--- src/rtl/gray_sync_decoder.sv ---
// Synchronizes a foreign-domain Gray count, decodes it and reports the advance.
// Define GRAY_SYNC_DECODER_ERRCHECK_EN to compile in the sticky Gray-step checker.
module gray_sync_decoder #(
  parameter int WIDTH       = 4,
  parameter int SYNC_STAGES = 2
) (
  input  logic             i_clock,
  input  logic             i_reset,
  input  logic [WIDTH-1:0] i_gray,
  input  logic             i_errorClear,
  output logic [WIDTH-1:0] o_binary,
  output logic [WIDTH-1:0] o_delta,
  output logic             o_changed,
  output logic             o_ready,
  output logic             o_error
);

  localparam int CW = $clog2(SYNC_STAGES + 1);
  localparam logic [CW-1:0] CNT_LAST = CW'(SYNC_STAGES - 1);

  typedef enum logic [1:0] {
    FILL  = 2'd0,
    PRIME = 2'd1,
    RUN   = 2'd2
  } state_t;

  state_t state_q, state_d;
  logic [CW-1:0] cnt_q, cnt_d;

  logic [SYNC_STAGES-1:0][WIDTH-1:0] sync_q;
  logic [WIDTH-1:0] g;
  logic [WIDTH-1:0] bin;

  logic [WIDTH-1:0] bin_q, bin_d;
  logic [WIDTH-1:0] delta_q, delta_d;
  logic             changed_q, changed_d;
  logic             ready_q, ready_d;

  always_ff @(posedge i_clock or negedge i_reset) begin
    if (!i_reset) begin
      sync_q <= '0;
    end else begin
      sync_q <= {sync_q[SYNC_STAGES-2:0], i_gray};
    end
  end

  assign g = sync_q[SYNC_STAGES-1];

  // Each binary bit is the XOR of the Gray bits at and above it.
  always_comb begin
    bin = '0;
    for (int i = 0; i < WIDTH; i++) begin
      bin[i] = ^(g >> i);
    end
  end

  always_ff @(posedge i_clock or negedge i_reset) begin
    if (!i_reset) begin
      state_q <= FILL;
      cnt_q   <= '0;
    end else begin
      state_q <= state_d;
      cnt_q   <= cnt_d;
    end
  end

  always_comb begin
    state_d = state_q;
    cnt_d   = cnt_q;
    unique case (state_q)
      FILL: begin
        cnt_d = cnt_q + 1'b1;
        if (cnt_q == CNT_LAST) begin
          state_d = PRIME;
        end
      end
      PRIME:   state_d = RUN;
      RUN:     state_d = RUN;
      default: state_d = FILL;
    endcase
  end

  always_comb begin
    bin_d     = bin_q;
    delta_d   = delta_q;
    changed_d = changed_q;
    ready_d   = ready_q;
    unique case (state_q)
      PRIME: begin
        bin_d     = bin;
        delta_d   = '0;
        changed_d = 1'b0;
      end
      RUN: begin
        bin_d     = bin;
        delta_d   = bin - bin_q;
        changed_d = (bin != bin_q);
        ready_d   = 1'b1;
      end
      default: ;
    endcase
  end

  always_ff @(posedge i_clock or negedge i_reset) begin
    if (!i_reset) begin
      bin_q     <= '0;
      delta_q   <= '0;
      changed_q <= 1'b0;
      ready_q   <= 1'b0;
    end else begin
      bin_q     <= bin_d;
      delta_q   <= delta_d;
      changed_q <= changed_d;
      ready_q   <= ready_d;
    end
  end

  assign o_binary  = bin_q;
  assign o_delta   = delta_q;
  assign o_changed = changed_q;
  assign o_ready   = ready_q;

`ifdef GRAY_SYNC_DECODER_ERRCHECK_EN
  logic [WIDTH-1:0] gp_q, gp_d;
  logic [WIDTH-1:0] diff;
  logic             multi;
  logic             err_q, err_d;

  // More than one set bit iff clearing the lowest one leaves something.
  assign diff  = g ^ gp_q;
  assign multi = (diff & (diff - 1'b1)) != '0;

  always_comb begin
    gp_d  = (state_q == FILL) ? gp_q : g;
    err_d = ((state_q == RUN) && multi) || (err_q && !i_errorClear);
  end

  always_ff @(posedge i_clock or negedge i_reset) begin
    if (!i_reset) begin
      gp_q  <= '0;
      err_q <= 1'b0;
    end else begin
      gp_q  <= gp_d;
      err_q <= err_d;
    end
  end

  assign o_error = err_q;
`else
  logic unused_clr;
  assign unused_clr = i_errorClear;
  assign o_error    = 1'b0;
`endif

endmodule

--- config.mk ---
export PLATFORM = sky130hd
export DESIGN_NAME = gray_sync_decoder
export DESIGN_NICKNAME = d
export VERILOG_FILES = /design/src/rtl/gray_sync_decoder.sv
export SDC_FILE = /design/constraint.sdc
export NUM_CORES = 1
export LEC_CHECK = 0
export CORE_MARGIN = 5
export CORE_UTILIZATION = 45
export DETAILED_ROUTE_END_ITERATION = 8
export GPL_ROUTABILITY_DRIVEN = 1
export GPL_TIMING_DRIVEN = 0
export PLACE_DENSITY = 0.85
export SYNTH_ARGS = -nofsm -noshare
export SYNTH_HDL_FRONTEND = slang
export SYNTH_SLANG_ARGS = --single-unit
--- constraint.sdc ---
create_clock -name i_clock -period 1.9 [get_ports i_clock]
set_input_delay 0.285 -clock i_clock [delete_from_list [all_inputs] [get_ports i_clock]]
set_output_delay 0.285 -clock i_clock [all_outputs]
set_load 0.01 [all_outputs]
==> results.txt <==
Status -> finished with violations
Violated checks -> negative setup slack
Critical Setup Path Class -> reg2reg
Critical-path cell list -> xnor2_4 -> xnor2_2 -> inv_2 -> xor2_4 -> ha_4 -> fa_2 -> xnor2_1 -> a22o_1
First-pass GRT wire length -> 2860 um
Count of state elements after synthesis -> 22
Time the worst path needs with I/O delays and setup -> 2060 ps
Grt ovf -> 0
Synthesized cell area -> 0.00101 mm2
Slack of the worst reg-to-reg path -> -160 ps
Average detailed-routed wire length per instance -> 13.8 um
Core region area -> 0.00219 mm2
Static Leakage -> 0.664 nW
Highest cell delay on the worst timing path -> 480 ps
CTS clk-pin slew, worst paths -> 130 ps
Pin count of the biggest net entering global routing -> 23
Area after DPL -> 0.00121 mm2
Setup TNS after final layout -> -297 ps
Via/cell ratio -> 5.01
Net switching power -> 0.000349 W
H-Tree Level Count -> 1
Die width -> 57.5 um
Longest Clk Path Bufs -> 2
Final cycle utilization of the critical path -> 108%
Internal Dissipation -> 0.000983 W
Worst setup endpoint -> o_delta[2]
Final weighted congestion in routability-driven placement -> 0.823
Power share of the sequential group -> 42.9%
Antenna diode count -> 0
Die ar. -> 0.00330 mm2
Arrival time of data at the critical path endpoint -> 2260 ps
Number of global-route vias before repair -> 679
Final Hold Fails -> 0
Height of the die -> 57.5 um
Initial drt markers -> 8
Hold_buf cts -> 0
Distinct cells, synth -> 31
Worst-margin pin slew -> 963 ps
Final setup vio count -> 3
Nets in the synthesized netlist -> 97
Starting utilization of the core area -> 46.3%
Crit path setup slack, layout -> -157 ps
IR drop worst, VDD -> 0.000658 V
Cell at the root of the clock tree -> sky130_fd_sc_hd__clkbuf_4
Total via count after detailed routing -> 691
Number of buffers added by the clock tree synthesis step -> 3
Maximum achievable frequency -> 0.486 GHz
Count of antenna-violating nets left after detailed routing -> 0
Number of standard cells after synthesis -> 82
DR pass1 iterations -> 4
Maxcap violations -> 0
Number of antenna violations at the first check in global routing -> 0
DRC viols -> 0
Maximum fanout encountered on the critical timing path -> 3
Sequential element share of the synthesized area -> 54.3%
Cell depth of the worst flop-to-flop path -> 8
Layout Cells excl Fill -> 138
Share of final-layout standard cells stronger than drive strength 1 -> 25.5%
Data required time of the worst path -> 2110 ps
Total Power -> 0.00133 W
Number of port buffers -> 15
I/O pin count -> 18
Net Sw Frac -> 26.2%
Cell Count Post-Placement -> 125
Launching point of the worst reg2reg path -> g[2]
Total global-route track usage -> 11.2%
Comb power frac -> 30.0%
Cell row count -> 17
Power per standard cell area -> 960 mW/mm2
Worst Hold Class -> reg2reg
Final cell area excluding filler cells -> 0.00139 mm2
Critical path origin -> g[2]
HPWL Detailed -> 1240 um
Number of filler cells placed in the layout -> 171
CTS Sinks -> 22
Share of power burned in the clock network -> 27.1%
Nets@finish -> 126
Clock latency of the later-clocked register in the worst-skew pair -> 310 ps
Worst R2R End -> o_delta[2]
Layout Area Growth over Synthesis -> 37.0%
Post-Route WL -> 1900 um
DP Worst Slack -> -243 ps
Endpoint class of the critical path -> flip-flop
Setup repair after global routing missed its margin -> yes
Avg Cell Area, Syn -> 12.4 um2
TritonCTS clock tree -> done
Slowest library cell on the worst path -> sky130_fd_sc_hd__dfrtp_2
Final worst clock skew -> 5.76 ps
Element type at the critical path start -> flip-flop
Synth Warn # -> 0
Relative max-transition margin -> 35.6%
Number of max-slew violations in the final report -> 0
-- final cells by class --
cell class,instances,area (um2),area share (%)
Sequential cell,22,553,39.8
Multi-Input combinational cell,49,485,35.0
Timing Repair Buffer,24,218,15.7
Tap cell,28,35.0,2.52
Inverter,9,33.8,2.43
Clock inverter,1,30.0,2.16
Clock buffer,3,22.5,1.62
Buffer,2,11.3,0.811
-- through the flow --
stage               hold slack (ps)  util (%)
floorplan                     -10.6         -
global placement                332      55.3
detailed placement              335      55.3
CTS                             365      60.0
global route                    375      63.4
finish                          363      63.4
-- placed cells by master, fill, tap and decap left out, types with 3 or more instances in the layout --
cell type and instances:
sky130_fd_sc_hd__clkdlybuf4s50_1 15, sky130_fd_sc_hd__buf_4 10, sky130_fd_sc_hd__nand2_1 6, sky130_fd_sc_hd__a21oi_1 3, sky130_fd_sc_hd__nor2_1 3, sky130_fd_sc_hd__clkbuf_4 3
sky130_fd_sc_hd__inv_1 8, sky130_fd_sc_hd__ha_1 5, sky130_fd_sc_hd__dfrtp_1 20
-- synthesized netlist by cell type (all sizes together) --
master / n / area (um2)
dfrtp: 22 / 551
inv: 9 / 33.8
ha: 7 / 87.6
nand2: 6 / 22.5
xnor2: 4 / 42.6
a21oi: 3 / 15.0
nor2: 3 / 11.3
o31ai: 3 / 22.5
xor2: 3 / 33.8
mux2i: 2 / 20.0
nand4: 2 / 12.5
o21ai: 2 / 10.0
a2111o: 1 / 11.3
a21o: 1 / 7.51
a22o: 1 / 8.76
a32oi: 1 / 8.76
and2: 1 / 6.26
buf: 1 / 7.51
clkbuf: 1 / 3.75
conb: 1 / 3.75
fa: 1 / 20.0
mux2: 1 / 11.3
nand2b: 1 / 6.26
nand3: 1 / 5.00
nand4bb: 1 / 16.3
nor2b: 1 / 6.26
or2: 1 / 6.26
xnor3: 1 / 22.5
-- critical path, delay by kind of cell, from the launching register on --
kind            cells  cell delay (ps)
compound gates      1              200
xor+xnor            4              680
fa+ha+maj           2              510
buf+inv             1               90
flops               1              480
-- power by group through the flow --
stage | logic, W | clock network (W) | registers [W]
after floorplan | 0.000144 | 0 | 0.000596
after global placement | 0.000306 | 0 | 0.000573
after detailed placement | 0.000320 | 0 | 0.000578
after CTS | 0.000345 | 0.000365 | 0.000570
after global routing | 0.000431 | 0.000386 | 0.000579
final | 0.000400 | 0.000361 | 0.000572
-- worst min path at each step --
| stage | endpoint | from | cells past startpoint |
|---|---|---|---|
| after detailed placement | g[1] | sync_q[1] | 0 |
| after CTS | g[1] | sync_q[1] | 0 |
| after global routing | g[1] | sync_q[1] | 0 |
| after floorplan | cnt_q[0] | i_reset | 0 |
| after global placement | g[1] | sync_q[1] | 0 |
| final | g[1] | sync_q[1] | 0 |
-- flip-flops by register name, summed over array words and instances (netlist names) --
register / cells
cnt_q: 2
g: 4
o_binary: 4
o_changed: 1
o_delta: 4
o_ready: 1
state_q: 2
sync_q: 4
-- cell families after synthesis --
group           share of synthesized area, %
simple gates                            9.14
mux                                     3.09
xor+xnor                                9.75
buf+inv                                 4.44
other cells                            0.370
compound gates                          8.27
flops                                   54.3
fa+ha+maj                               10.6
-- metal layers --
layer  vias to the layer above  global-route usage, %  wire (um)
met2                        13                   19.5       1040
li1                        326                      -          -
met5                         -                      0          0
met1                       350                   13.0        762
met4                         0                   4.64         13
met3                         2                   2.94         84
-- what timing repair did --
action,4_1_cts,5_1_grt
endpoints found under the setup margin,4,4
resized for setup,3,5
pin swaps,3,6
buffers inserted,5,4
Power figures use the tool's default switching activity.
